## src/rtl/core_pkg.sv

```systemverilog
// Shared definitions for the 5-stage MIPS core front end.
// Holds the fetch FSM encoding and instruction-word constants.
package core_pkg;

    typedef enum logic [1:0] {
        S_BOOT  = 2'd0,
        S_FETCH = 2'd1,
        S_DROP  = 2'd2,
        S_HOLD  = 2'd3
    } fetch_state_t;

    // sll $0,$0,0
    localparam logic [31:0] NOP_INSTR_DEFAULT = 32'h0000_0000;
    localparam logic [31:0] INSTR_BYTES       = 32'd4;

    function automatic logic [31:0] next_word_addr(input logic [31:0] addr);
        return addr + INSTR_BYTES;
    endfunction

endpackage

```

## src/rtl/fetch_skid_buffer.sv

```systemverilog
// One-entry skid register holding a fetched {pc_next, instr} pair while IF/ID is stalled.
// clear has priority over load.
module fetch_skid_buffer
    import core_pkg::*;
#(
    parameter logic [31:0] NOP_INSTR = NOP_INSTR_DEFAULT
) (
    input  logic        clk,
    input  logic        rst_n,
    input  logic        load,
    input  logic        clear,
    input  logic [31:0] load_pc_next,
    input  logic [31:0] load_instr,
    output logic        full,
    output logic [31:0] pc_next,
    output logic [31:0] instr
);

    logic        full_q, full_d;
    logic [31:0] pc_next_q, pc_next_d;
    logic [31:0] instr_q, instr_d;

    always_comb begin
        full_d    = full_q;
        pc_next_d = pc_next_q;
        instr_d   = instr_q;
        if (clear) begin
            full_d = 1'b0;
        end else if (load) begin
            full_d    = 1'b1;
            pc_next_d = load_pc_next;
            instr_d   = load_instr;
        end
    end

    always_ff @(posedge clk or negedge rst_n) begin
        if (!rst_n) begin
            full_q    <= 1'b0;
            pc_next_q <= 32'h0000_0000;
            instr_q   <= NOP_INSTR;
        end else begin
            full_q    <= full_d;
            pc_next_q <= pc_next_d;
            instr_q   <= instr_d;
        end
    end

    assign full    = full_q;
    assign pc_next = pc_next_q;
    assign instr   = instr_q;

endmodule

```

## src/rtl/fetch_stage.sv

```systemverilog
// Instruction fetch stage with IF/ID pipeline register for the 5-stage MIPS core.
// Handshake: a transfer happens on any cycle with imem_req && imem_ready; imem_addr is held while waiting.
module fetch_stage
    import core_pkg::*;
#(
    parameter logic [31:0] RESET_PC  = 32'h0000_0000,
    parameter logic [31:0] NOP_INSTR = NOP_INSTR_DEFAULT
) (
    input  logic         clk,
    input  logic         rst_n,
    input  logic [31:0]  pc_decode,
    input  logic         redirect,
    input  logic         stall,
    output logic         imem_req,
    output logic [31:0]  imem_addr,
    input  logic         imem_ready,
    input  logic [31:0]  imem_rdata,
    output logic         if_id_valid,
    output logic [31:0]  if_id_pc_next,
    output logic [31:0]  if_id_instruction,
    output logic [31:0]  pc_current,
    output fetch_state_t dbg_state
);

    fetch_state_t state_q, state_d;
    logic [31:0]  pc_q, pc_d;
    logic [31:0]  req_addr_q, req_addr_d;
    logic         if_id_valid_q, if_id_valid_d;
    logic [31:0]  if_id_pc_next_q, if_id_pc_next_d;
    logic [31:0]  if_id_instr_q, if_id_instr_d;

    logic         skid_load, skid_clear, skid_full;
    logic [31:0]  skid_pc_next, skid_instr;
    logic [31:0]  seq_addr;

    assign seq_addr = next_word_addr(req_addr_q);

    fetch_skid_buffer #(
        .NOP_INSTR (NOP_INSTR)
    ) u_skid (
        .clk          (clk),
        .rst_n        (rst_n),
        .load         (skid_load),
        .clear        (skid_clear),
        .load_pc_next (seq_addr),
        .load_instr   (imem_rdata),
        .full         (skid_full),
        .pc_next      (skid_pc_next),
        .instr        (skid_instr)
    );

    always_comb begin
        state_d         = state_q;
        pc_d            = pc_q;
        req_addr_d      = req_addr_q;
        if_id_valid_d   = if_id_valid_q;
        if_id_pc_next_d = if_id_pc_next_q;
        if_id_instr_d   = if_id_instr_q;
        skid_load       = 1'b0;
        skid_clear      = 1'b0;

        case (state_q)
            S_BOOT: begin
                if (redirect) begin
                    pc_d       = pc_decode;
                    req_addr_d = pc_decode;
                end
                state_d = S_FETCH;
            end

            S_FETCH: begin
                if (redirect) begin
                    pc_d          = pc_decode;
                    if_id_valid_d = 1'b0;
                    if_id_instr_d = NOP_INSTR;
                    if (imem_ready) begin
                        req_addr_d = pc_decode;
                    end else begin
                        state_d = S_DROP;
                    end
                end else if (imem_ready) begin
                    pc_d = seq_addr;
                    if (!stall) begin
                        if_id_valid_d   = 1'b1;
                        if_id_pc_next_d = seq_addr;
                        if_id_instr_d   = imem_rdata;
                        req_addr_d      = seq_addr;
                    end else begin
                        skid_load = 1'b1;
                        state_d   = S_HOLD;
                    end
                end else if (!stall) begin
                    if_id_valid_d = 1'b0;
                    if_id_instr_d = NOP_INSTR;
                end
            end

            // A stale request is still outstanding; its data must be thrown away.
            S_DROP: begin
                if (redirect) begin
                    pc_d = pc_decode;
                end
                if (imem_ready) begin
                    req_addr_d = redirect ? pc_decode : pc_q;
                    state_d    = S_FETCH;
                end
                if (!stall || redirect) begin
                    if_id_valid_d = 1'b0;
                    if_id_instr_d = NOP_INSTR;
                end
            end

            S_HOLD: begin
                if (redirect) begin
                    skid_clear    = 1'b1;
                    pc_d          = pc_decode;
                    req_addr_d    = pc_decode;
                    if_id_valid_d = 1'b0;
                    if_id_instr_d = NOP_INSTR;
                    state_d       = S_FETCH;
                end else if (!stall) begin
                    skid_clear      = 1'b1;
                    if_id_valid_d   = skid_full;
                    if_id_pc_next_d = skid_pc_next;
                    if_id_instr_d   = skid_instr;
                    req_addr_d      = pc_q;
                    state_d         = S_FETCH;
                end
            end

            default: state_d = S_BOOT;
        endcase
    end

    always_ff @(posedge clk or negedge rst_n) begin
        if (!rst_n) begin
            state_q         <= S_BOOT;
            pc_q            <= RESET_PC;
            req_addr_q      <= RESET_PC;
            if_id_valid_q   <= 1'b0;
            if_id_pc_next_q <= 32'h0000_0000;
            if_id_instr_q   <= NOP_INSTR;
        end else begin
            state_q         <= state_d;
            pc_q            <= pc_d;
            req_addr_q      <= req_addr_d;
            if_id_valid_q   <= if_id_valid_d;
            if_id_pc_next_q <= if_id_pc_next_d;
            if_id_instr_q   <= if_id_instr_d;
        end
    end

    assign imem_req          = (state_q == S_FETCH) || (state_q == S_DROP);
    assign imem_addr         = req_addr_q;
    assign if_id_valid       = if_id_valid_q;
    assign if_id_pc_next     = if_id_pc_next_q;
    assign if_id_instruction = if_id_instr_q;
    assign pc_current        = pc_q;
    assign dbg_state         = state_q;

endmodule

```

## config.mk

```make
export PLATFORM = sky130hd
export DESIGN_NAME = fetch_stage
export DESIGN_NICKNAME = d
export VERILOG_FILES = /design/src/rtl/core_pkg.sv /design/src/rtl/fetch_skid_buffer.sv /design/src/rtl/fetch_stage.sv
export SDC_FILE = /design/constraint.sdc
export NUM_CORES = 1
export LEC_CHECK = 0
export BUFFER_PORTS_ARGS = -buffer_cell sky130_fd_sc_hd__buf_2
export CORE_MARGIN = 1.5
export CORE_UTILIZATION = 40
export CTS_CLUSTER_SIZE = 14
export DETAILED_ROUTE_END_ITERATION = 8
export PLACE_DENSITY = 0.57
export SYNTH_ARGS = -nofsm -noshare
export SYNTH_HDL_FRONTEND = slang
export SYNTH_HIERARCHICAL = 1
export SYNTH_SLANG_ARGS = --single-unit
```

## constraint.sdc

```tcl
create_clock -name clk -period 5.69 [get_ports clk]
set_clock_uncertainty 0.05 [all_clocks]
set_input_delay 1.4225 -clock clk [delete_from_list [all_inputs] [get_ports clk]]
set_output_delay 1.4225 -clock clk [all_outputs]
set_load 0.02 [all_outputs]
```

# After elaboration in Yosys (flattened, before gate mapping)
# Cells that the tools add are included.
dict set report op_classes {
  n_reduce_logical 13
  bitwise_logic 1
  n_mux 50
  n_addsub 1
  n_eq_ne 16
}
# cell n
set ops {}
lappend ops {{$mux W32} 21}
lappend ops {{$pmux W32 S2} 2}
lappend ops {{$pmux W32 S4} 1}
lappend ops {{$pmux W32 S3} 1}
lappend ops {{$add A32 B3 Y32 const B} 1}
lappend ops {{$mux W1} 16}
lappend ops {{$ne A2 B2 Y1 const B} 8}
lappend ops {{$ne A3 B3 Y1 const B} 5}
lappend ops {{$mux W2} 7}
lappend ops {{$reduce_and A5 Y1} 2}
lappend ops {{$pmux W2 S4} 1}
lappend ops {{$reduce_and A6 Y1} 1}
lappend ops {{$eq A2 B2 Y1 const B} 2}
lappend ops {{$reduce_and A4 Y1} 1}
lappend ops {{$reduce_bool A2 Y1} 2}
lappend ops {{$pmux W1 S3} 1}
lappend ops {{$reduce_bool A3 Y1} 1}
lappend ops {{$reduce_or A3 Y1} 1}
lappend ops {{$eq A2 B1 Y1 const B} 1}
lappend ops {{$logic_not A2 Y1} 1}
lappend ops {{$logic_or A1 B1 Y1} 2}
lappend ops {{$reduce_and A2 Y1} 1}
lappend ops {{$logic_not A1 Y1} 1}
lappend ops {{$not A1 Y1} 1}
dict set report word_totals {
  output_inout_bits 132
  inputBits 69
  ff_bits 196
  elab_cells 90
}

# Depth between registers and ports, before layout
# Gate-level depths: netlist (run 1).
dict set report depth {
  ltp_word 6
  depth_mapped 10
  ltp_nobuf 7
}

# By module
# Netlist (run 1), hierarchy kept.
# mod instances seq_area_each_um2 area_each_um2 cells_each
set modules_own_cells {}
lappend modules_own_cells {fetch_stage 1 3278.1 7587.3 875}
lappend modules_own_cells {fetch_skid_buffer 1 1626.6 2733.9 139}

# Least setup slack after synthesis (run 1)
# Ideal clock, no wire load.
dict set report synth_timing {
  path_type {input-to-reg}
  startpoint {input redirect}
  endpoint {register u_skid.instr_q[0], in the netlist u_skid/instr[0]}
  setup_slack_ps 2678
  path_buffers 4
  setup_ps 125
  stages 9
  arrival_ps 2837
  required_time_ps 5515
  cell_sequence {buf_2 inv_1 clkbuf_1 nand2_1 and2_1 nor2b_4 buf_12 buf_12 mux2_4}
}
dict set report synth_via {
  elab_chain_len 4
  elab_cells_between_ends 6
  classes_between {mux (4); bitwise (1); reduce/logical (1)}
}
# element line_no
set synth_lines {}
lappend synth_lines {{start: declaration} fetch_stage.sv:12} ;# input logic redirect,
lappend synth_lines {{$mux W1} fetch_stage.sv:114} ;# if (redirect) begin
lappend synth_lines {{$mux W1} fetch_stage.sv:62} ;# case (state_q)
lappend synth_lines {{named net skid_clear} fetch_stage.sv:32} ;# logic skid_load, skid_clear, skid_full;
lappend synth_lines {{$not A1 Y1 (no source line)} -}
lappend synth_lines {{$reduce_and A2 Y1 (no source line)} -}
lappend synth_lines {{end signal: assignment} fetch_skid_buffer.sv:44} ;# instr_q <= instr_d;
lappend synth_lines {{end: declaration} fetch_skid_buffer.sv:21} ;# logic [31:0] instr_q, instr_d;
# The timed path passes the listed nets, and every way through them passes these cells.
# A chain may end at the register's enable or synchronous reset.

# Worst setup path after layout (run 1)
dict set report layout_timing {
  startpoint {input redirect}
  endpoint {register req_addr_q[16], in the netlist imem_addr[16]}
}
dict set report layout_via {
  elab_chain_len 3
  elab_cells_between_ends 9
  classes_between {eq/ne (3); mux (5); reduce/logical (1)}
}
# element line_no
set layout_lines {}
lappend layout_lines {{$mux W32} -}
lappend layout_lines {{$mux W32} fetch_stage.sv:103} ;# if (imem_ready) begin
lappend layout_lines {{$pmux W32 S4} fetch_stage.sv:62}
lappend layout_lines {{end signal: assignment} fetch_stage.sv:146} ;# req_addr_q <= req_addr_d;
lappend layout_lines {{end: declaration} fetch_stage.sv:27} ;# logic [31:0] req_addr_q, req_addr_d;
# Several ways; a longest one is shown, not always the timed one. The select of a mux whose other input is x is not followed.

==> results.md, run 1 <==
- Via count: 8,426
- Fin util: 47.6%
- Total power: 6.79 mW
- Die W: 164 um
- DP Wirelength: 19.9 mm
- Net Count, Synth: 1,089
- Total Routing Usage GR: 22.6%
- Slowest stage delay, CP: 750 ps
- Synthesized flop and latch total: 196
- Fin. max-slew vios: 0
- Final #Nets: 1,243
- Placed Area: 0.0114 mm2
- P&R area growth vs syn: 16.5%
- Fill cells: 2,432
- Max stage delay cell, worst path: a21o_1
- Largest area contributor in the synthesized netlist: dfrtp_1
- Critical path arrival: 3750 ps
- Crit path max fanout: 53
- Finish-stage setup viols: 0
- Number of DRC markers in iteration 0: 703
- Worst path cell trace: buf_2 > buf_4 > a21o_1 > a222oi_1 > o21ai_0
- Number of max-cap violations: 0
- Min cycle time layout: 3450 ps
- DR DRC count: 0
- Top cell type's share of synthesized area: 47.5%
- Clock buffer depth: 2
- Setup Buffers After CTS: 0
- Final GP Congestion: 0.827
- Crit. End Element: flip-flop
- Fin Hold WS: 427 ps
- Antenna Cells: 0
- CTS Root Cell: clkbuf_16
- CP Launch Type: input port
- Wl on met1: 14.2 mm
- Final worst-path setup slack: 2240 ps
- Depth of the CTS H-tree: 4
- Final Non-Filler Cells: 1,511
- Setup TNS Final: 0 ps
- Vias per inst: 5.58
- Synth warn: 6
- Initial Util: 40.9%
- CP delay by family, top: compound AO/OA/AOI/OAI gates
- Met2 wire len: 13.6 mm
- Register area share after synthesis: 47.5%
- Placed cells: 1,479
- First-pass DRT Iterations: 6
- Async set or reset register ratio after synthesis: 100%
- Cells after Synth: 1,014
- Routed len/inst: 19.9 um
- Fmax: 290 MHz
- Clock insertion delay at the later pin of the skew report: 450 ps
- Max layer used: met4
- Vias in the first global route: 7,999
- DP Worst Slack: 1840 ps
- Leak: 5.61 nW
- Crit path buf inv count: 2
- Detail Route Antenna Nets: 0
- Residual overflow from global routing: 0
- Worst Max-Slew Pin Slew: 1180 ps
- Die height: 164 um
- Dominant cells by area after synthesis: dfrtp_1 (48%), mux2_4 (8.7%), o21ai_0 (4.6%), nand2_1 (4.6%), a21oi_1 (2.9%)
- Count leader, synth: dfrtp_1
- Hold Fails Final Rpt: 0
- Core area: 0.0253 mm2
- Final wirelength: 30.1 mm
- Max IR drop VDD: 0.238 mV
- Post-route cell area: 0.0120 mm2
- CP required: 5980 ps
- Synth Cell Area: 0.0103 mm2
- Clock slew at reported path FFs: 70 ps
- Dominant synthesized flop cell: dfrtp_1
- Max_slew headroom: 21.0%
- Crit path kind: input port to flip-flop
- Status: finished, final reports clean
- Layout cells sized above 1: 28.5%
- Period utilisation layout: 60.7%
- Clock buffer count from CTS: 17
- RSZ-0062 raised after global routing: no
- Antenna violations before repair: 0
- I/O Buffers: 200
- Min-delay worst type: flip-flop to flip-flop
- Largest net degree at the start of global routing: 82
- # rows: 58
- Met3 wire len: 1.94 mm
- PostCTS Resize Cnt: 0
- Top-Level Pins: 201
- First-pass GRT wire length: 46.5 mm
- Pwr dens: 564 mW/mm2
- Avg Synthesized Cell Area: 10.2 um2
- Number of synthesized flops with an enable pin: 0
- Die ar.: 0.0268 mm2
- Clk sink count: 196
- Cell variety after synth: 63
- Hold Buf Count CTS: 0
- CTS tree: built
- Commonest cells in the netlist: dfrtp_1 (196), nand2_1 (126), o21ai_0 (95)
-- cell families (layout without fill, tap and decap cells) --
logic type	count (synthesis)	count (layout)	synth area share (%)
buffers and inverters	111	278	6.12
multiplexers	91	91	11.8
flip-flops	196	196	47.5
AND/OR/NAND/NOR	293	293	13.3
adder cells (fa/ha/maj)	6	6	0.727
AO/OA/AOI/OAI	289	289	18.1
XOR/XNOR	28	28	2.38
-- layout make-up --
cell class	count	area, um2	area share, %
inverter	31	116	0.968
tap	330	413	3.43
sequential	196	4900	40.8
multi-input combinational	707	4840	40.3
clock buffer	17	425	3.54
timing repair buffer	215	1150	9.54
clock inverter	15	176	1.47
-- power by group --
| group | internal, mW | switching (mW) | total (mW) | leakage, nW |
|---|---|---|---|---|
| Combinational | 1.20 | 1.85 | 3.05 | 2.87 |
| Clock | 0.599 | 0.634 | 1.23 | 0.293 |
| Sequential | 1.98 | 0.520 | 2.50 | 2.45 |
-- metal layers --
metal | vias up | track usage [%]
li1 | 3963 | -
met1 | 4129 | 33.4
met2 | 312 | 33.8
met3 | 22 | 5.05
met4 | 0 | 4.55
met5 | - | 0
-- worst min-delay path, stage by stage (launching register included) --
cell and delay [ps]:
dfrtp_1 340, nand2_1 40, o21ai_0 60
-- sequential cells by signal, summed over array words and instances, names as in the netlist --
| signal | cells |
|---|---|
| dbg_state | 2 |
| if_id_instruction | 32 |
| if_id_pc_next | 32 |
| if_id_valid | 1 |
| imem_addr | 32 |
| pc_current | 32 |
| u_skid/full | 1 |
| u_skid/instr | 32 |
| u_skid/pc_next | 32 |
-- cell usage in the layout (no fill, tap or decap), drive strengths merged, types with 4 or more instances in the layout --
cell,n
mux2,66
a21boi,6
or2,4
o221ai,26
dfrtp,196
a222oi,4
inv,40
xor2,15
or3,4
nand2,126
o21ai,95
o2111ai,4
clkinv,6
nor2,78
ha,6
a22o,13
nand3,18
o31ai,4
or4,7
clkbuf,18
nor2b,5
nand2b,8
buf,214
a22oi,40
mux2i,25
a31oi,6
xnor2,13
nor3,9
a21oi,60
nand4,15
and3,9
-- worst paths after layout --
path	start	endpoint	slack, ps	cells past startpoint
min in group asynchronous	rst_n	if_id_pc_next[3]$_DFFE_PN0P_	940	1
worst max register to register	dbg_state[1]$_DFFE_PN0P_	imem_addr[19]$_DFFE_PN0P_	2350	6
worst min register to register	if_id_pc_next[7]$_DFFE_PN0P_	if_id_pc_next[7]$_DFFE_PN0P_	430	2
worst max-delay path	redirect	imem_addr[16]$_DFFE_PN0P_	2240	5
max in group asynchronous	rst_n	u_skid/instr[5]$_DFFE_PN0P_	3560	2
worst min-delay path	if_id_pc_next[7]$_DFFE_PN0P_	if_id_pc_next[7]$_DFFE_PN0P_	430	2
(Power assumes the default switching activity.)
==> run 2: changes to the inputs <==
--- a/config.mk
+++ b/config.mk
@@ -10,7 +10,7 @@
 export CORE_UTILIZATION = 40
 export CTS_CLUSTER_SIZE = 14
 export DETAILED_ROUTE_END_ITERATION = 8
-export PLACE_DENSITY = 0.57
+export PLACE_DENSITY = 0.59
 export SYNTH_ARGS = -nofsm -noshare
 export SYNTH_HDL_FRONTEND = slang
 export SYNTH_HIERARCHICAL = 1
==> constraint.sdc (replaced) <==
create_clock -name clk -period 3.1 [get_ports clk]
set_clock_uncertainty 0.05 [all_clocks]
set_input_delay 0.775 -clock clk [delete_from_list [all_inputs] [get_ports clk]]
set_output_delay 0.775 -clock clk [all_outputs]
set_load 0.02 [all_outputs]
==> results.md, run 2 (synthesized netlist as in run 1, its figures left out) <==
- Worst Max-Slew Pin Slew: 651 ps (-530 ps)
- CTS Root Cell: clkbuf_16
- Crit. End Element: flip-flop
- Die height: 164 um (unchanged)
- CTS tree: built
- Worst R2R Setup Slack: 540 ps (-1810 ps)
- Routed len/inst: 19.6 um (-1.4%)
- Clock insertion delay at the later pin of the skew report: 430 ps (-20 ps)
- CP required: 3360 ps (-2620 ps)
- Period utilisation layout: 82.6%
- Total Routing Usage GR: 22.6% (-0.047 points)
- Final GP Congestion: 0.855 (+3.4%)
- Crit path max fanout: 10 (-81%)
- Fin. max-slew vios: 0 (unchanged)
- Hold Fails Final Rpt: 0 (unchanged)
- Max_slew headroom: 56.3% (+35 points)
- Clock buffer depth: 2 (unchanged)
- Antenna violations before repair: 0 (unchanged)
- Critical path arrival: 2820 ps (-930 ps)
- Vias per inst: 5.59 (+0.19%)
- Depth of the CTS H-tree: 4 (unchanged)
- CP Launch Point: imem_addr[2]$_DFFE_PN0P_
- Clk sink count: 196 (unchanged)
- Max IR drop VDD: 0.448 mV (+88%)
- Detail Route Antenna Nets: 0 (unchanged)
- Vias in the first global route: 8,100 (+1.3%)
- Finish-stage setup viols: 0 (unchanged)
- FF-to-FF End: if_id_pc_next[20]$_DFFE_PN0P_
- DP Wirelength: 20.3 mm (+2.0%)
- Setup TNS Final: 0 ps (unchanged)
- Hold Buf Count CTS: 0 (unchanged)
- R2R cell count: 6 (unchanged)
- I/O Buffers: 200 (unchanged)
- Leading cell type in the layout, fill and taps excluded: buf_2
- RSZ-0062 raised after global routing: no
- PostCTS Resize Cnt: 0 (unchanged)
- Worst Setup EP: if_id_pc_next[20]$_DFFE_PN0P_
- Core area: 0.0253 mm2 (unchanged)
- Number of max-cap violations: 0 (unchanged)
- Status: finished, final reports clean
- Leak: 5.70 nW (+1.7%)
- DR DRC count: 0 (unchanged)
- Min-delay worst type: input port to asynchronous set/reset pin
- First-pass GRT wire length: 46.9 mm (+0.82%)
- Clock slew at reported path FFs: 80 ps (about the same)
- Via count: 8,537 (+1.3%)
- Final #Nets: 1,260 (+1.4%)
- Min cycle time layout: 2560 ps
- Residual overflow from global routing: 0 (unchanged)
- Setup Buffers After CTS: 0 (unchanged)
- Total power: 12.7 mW (+87%)
- Number of DRC markers in iteration 0: 697 (-0.85%)
- Die ar.: 0.0268 mm2 (unchanged)
- Crit path kind: flip-flop to flip-flop
- Top-Level Pins: 201 (unchanged)
- Initial Util: 40.9% (unchanged)
- First-pass DRT Iterations: 5 (-1)
- Highest-count cells in the layout ignoring fill and taps: buf_2 (199), dfrtp_1 (196), nand2_1 (126)
- Final wirelength: 30.0 mm (-0.25%)
- Clock buffer count from CTS: 17 (unchanged)
- Layout cells sized above 1: 29.4% (+0.93 points)
- CP Launch Type: flip-flop
- Fmax: 391 MHz
- P&R area growth vs syn: 18.0%
- FF-to-FF Start: imem_addr[2]$_DFFE_PN0P_
- # rows: 58 (unchanged)
- Antenna Cells: 0 (unchanged)
- Die W: 164 um (unchanged)
- Pwr dens: 1040 mW/mm2 (+84%)
- Largest net degree at the start of global routing: 67 (-18%)
run 2: cell count changes in the layout (fill, tap and decap cells not counted), moves of 2 or more:
cell       change
buf_4         +15
inv_6          -3
buf_12         +2
bufinv_16      +2
clkinv_8       -2
run 2: where the power goes:
part           internal (mW)  switching, mW  total (mW)
sequential              3.64          0.937        4.58
combinational           2.32           3.44        5.76
clock                   1.24           1.11        2.34
total                   7.20           5.48        12.7
run 2: how the worst min path moves through the flow:
| stage | slack [ps] | to | depth (start not counted) | startpoint |
|---|---|---|---|---|
| floorplan | 410 | u_skid/full$_DFFE_PN0P_ | 2 | u_skid/full$_DFFE_PN0P_ |
| global placement | 410 | if_id_pc_next[11]$_DFFE_PN0P_ | 2 | if_id_pc_next[11]$_DFFE_PN0P_ |
| detailed placement | 420 | if_id_pc_next[0]$_DFFE_PN0P_ | 2 | if_id_pc_next[0]$_DFFE_PN0P_ |
| CTS | 240 | if_id_pc_next[3]$_DFFE_PN0P_ | 1 | rst_n |
| global route | 240 | if_id_pc_next[3]$_DFFE_PN0P_ | 1 | rst_n |
| finish | 240 | if_id_pc_next[3]$_DFFE_PN0P_ | 1 | rst_n |
run 2: through the flow:
stage                     hold WS [ps]  setup slack [ps]  util (%)  cell area, um2  cells
after CTS                          235               556      48.2           12200   1528
after floorplan                    410               638         -           10300   1014
after global routing               243               371      48.2           12200   1528
after global placement             409               606      45.8           11600   1496
final                              239               539      48.2           12200   1528
after detailed placement           415               561      45.8           11600   1496
run 2: worst max-delay path, stage by stage (launching register included):
cell,delay [ps]
dfrtp_1,490
ha_1,250
nand3_2,220
or3_1,480
or3_1,440
xnor2_1,170
a221o_1,340
run 2: routing by layer:
layer / track usage [%] / wire (um) / up-vias
met3: 3.48 / 1970 / 38
met4: 6.03 / 525 / 0
li1: - / - / 3990
met5: 0 / 0 / -
met1: 33.8 / 14200 / 4176
met2: 33.7 / 13300 / 333
run 2: final cells by class:
| cell class | instances | area [um2] |
|---|---|---|
| fill | 2381 | 13100 |
| sequential | 196 | 4900 |
| multi-input combinational | 707 | 4830 |
| timing repair buffer | 232 | 1300 |
| clock buffer | 18 | 429 |
| tap | 330 | 413 |
| clock inverter | 14 | 189 |
| inverter | 31 | 116 |
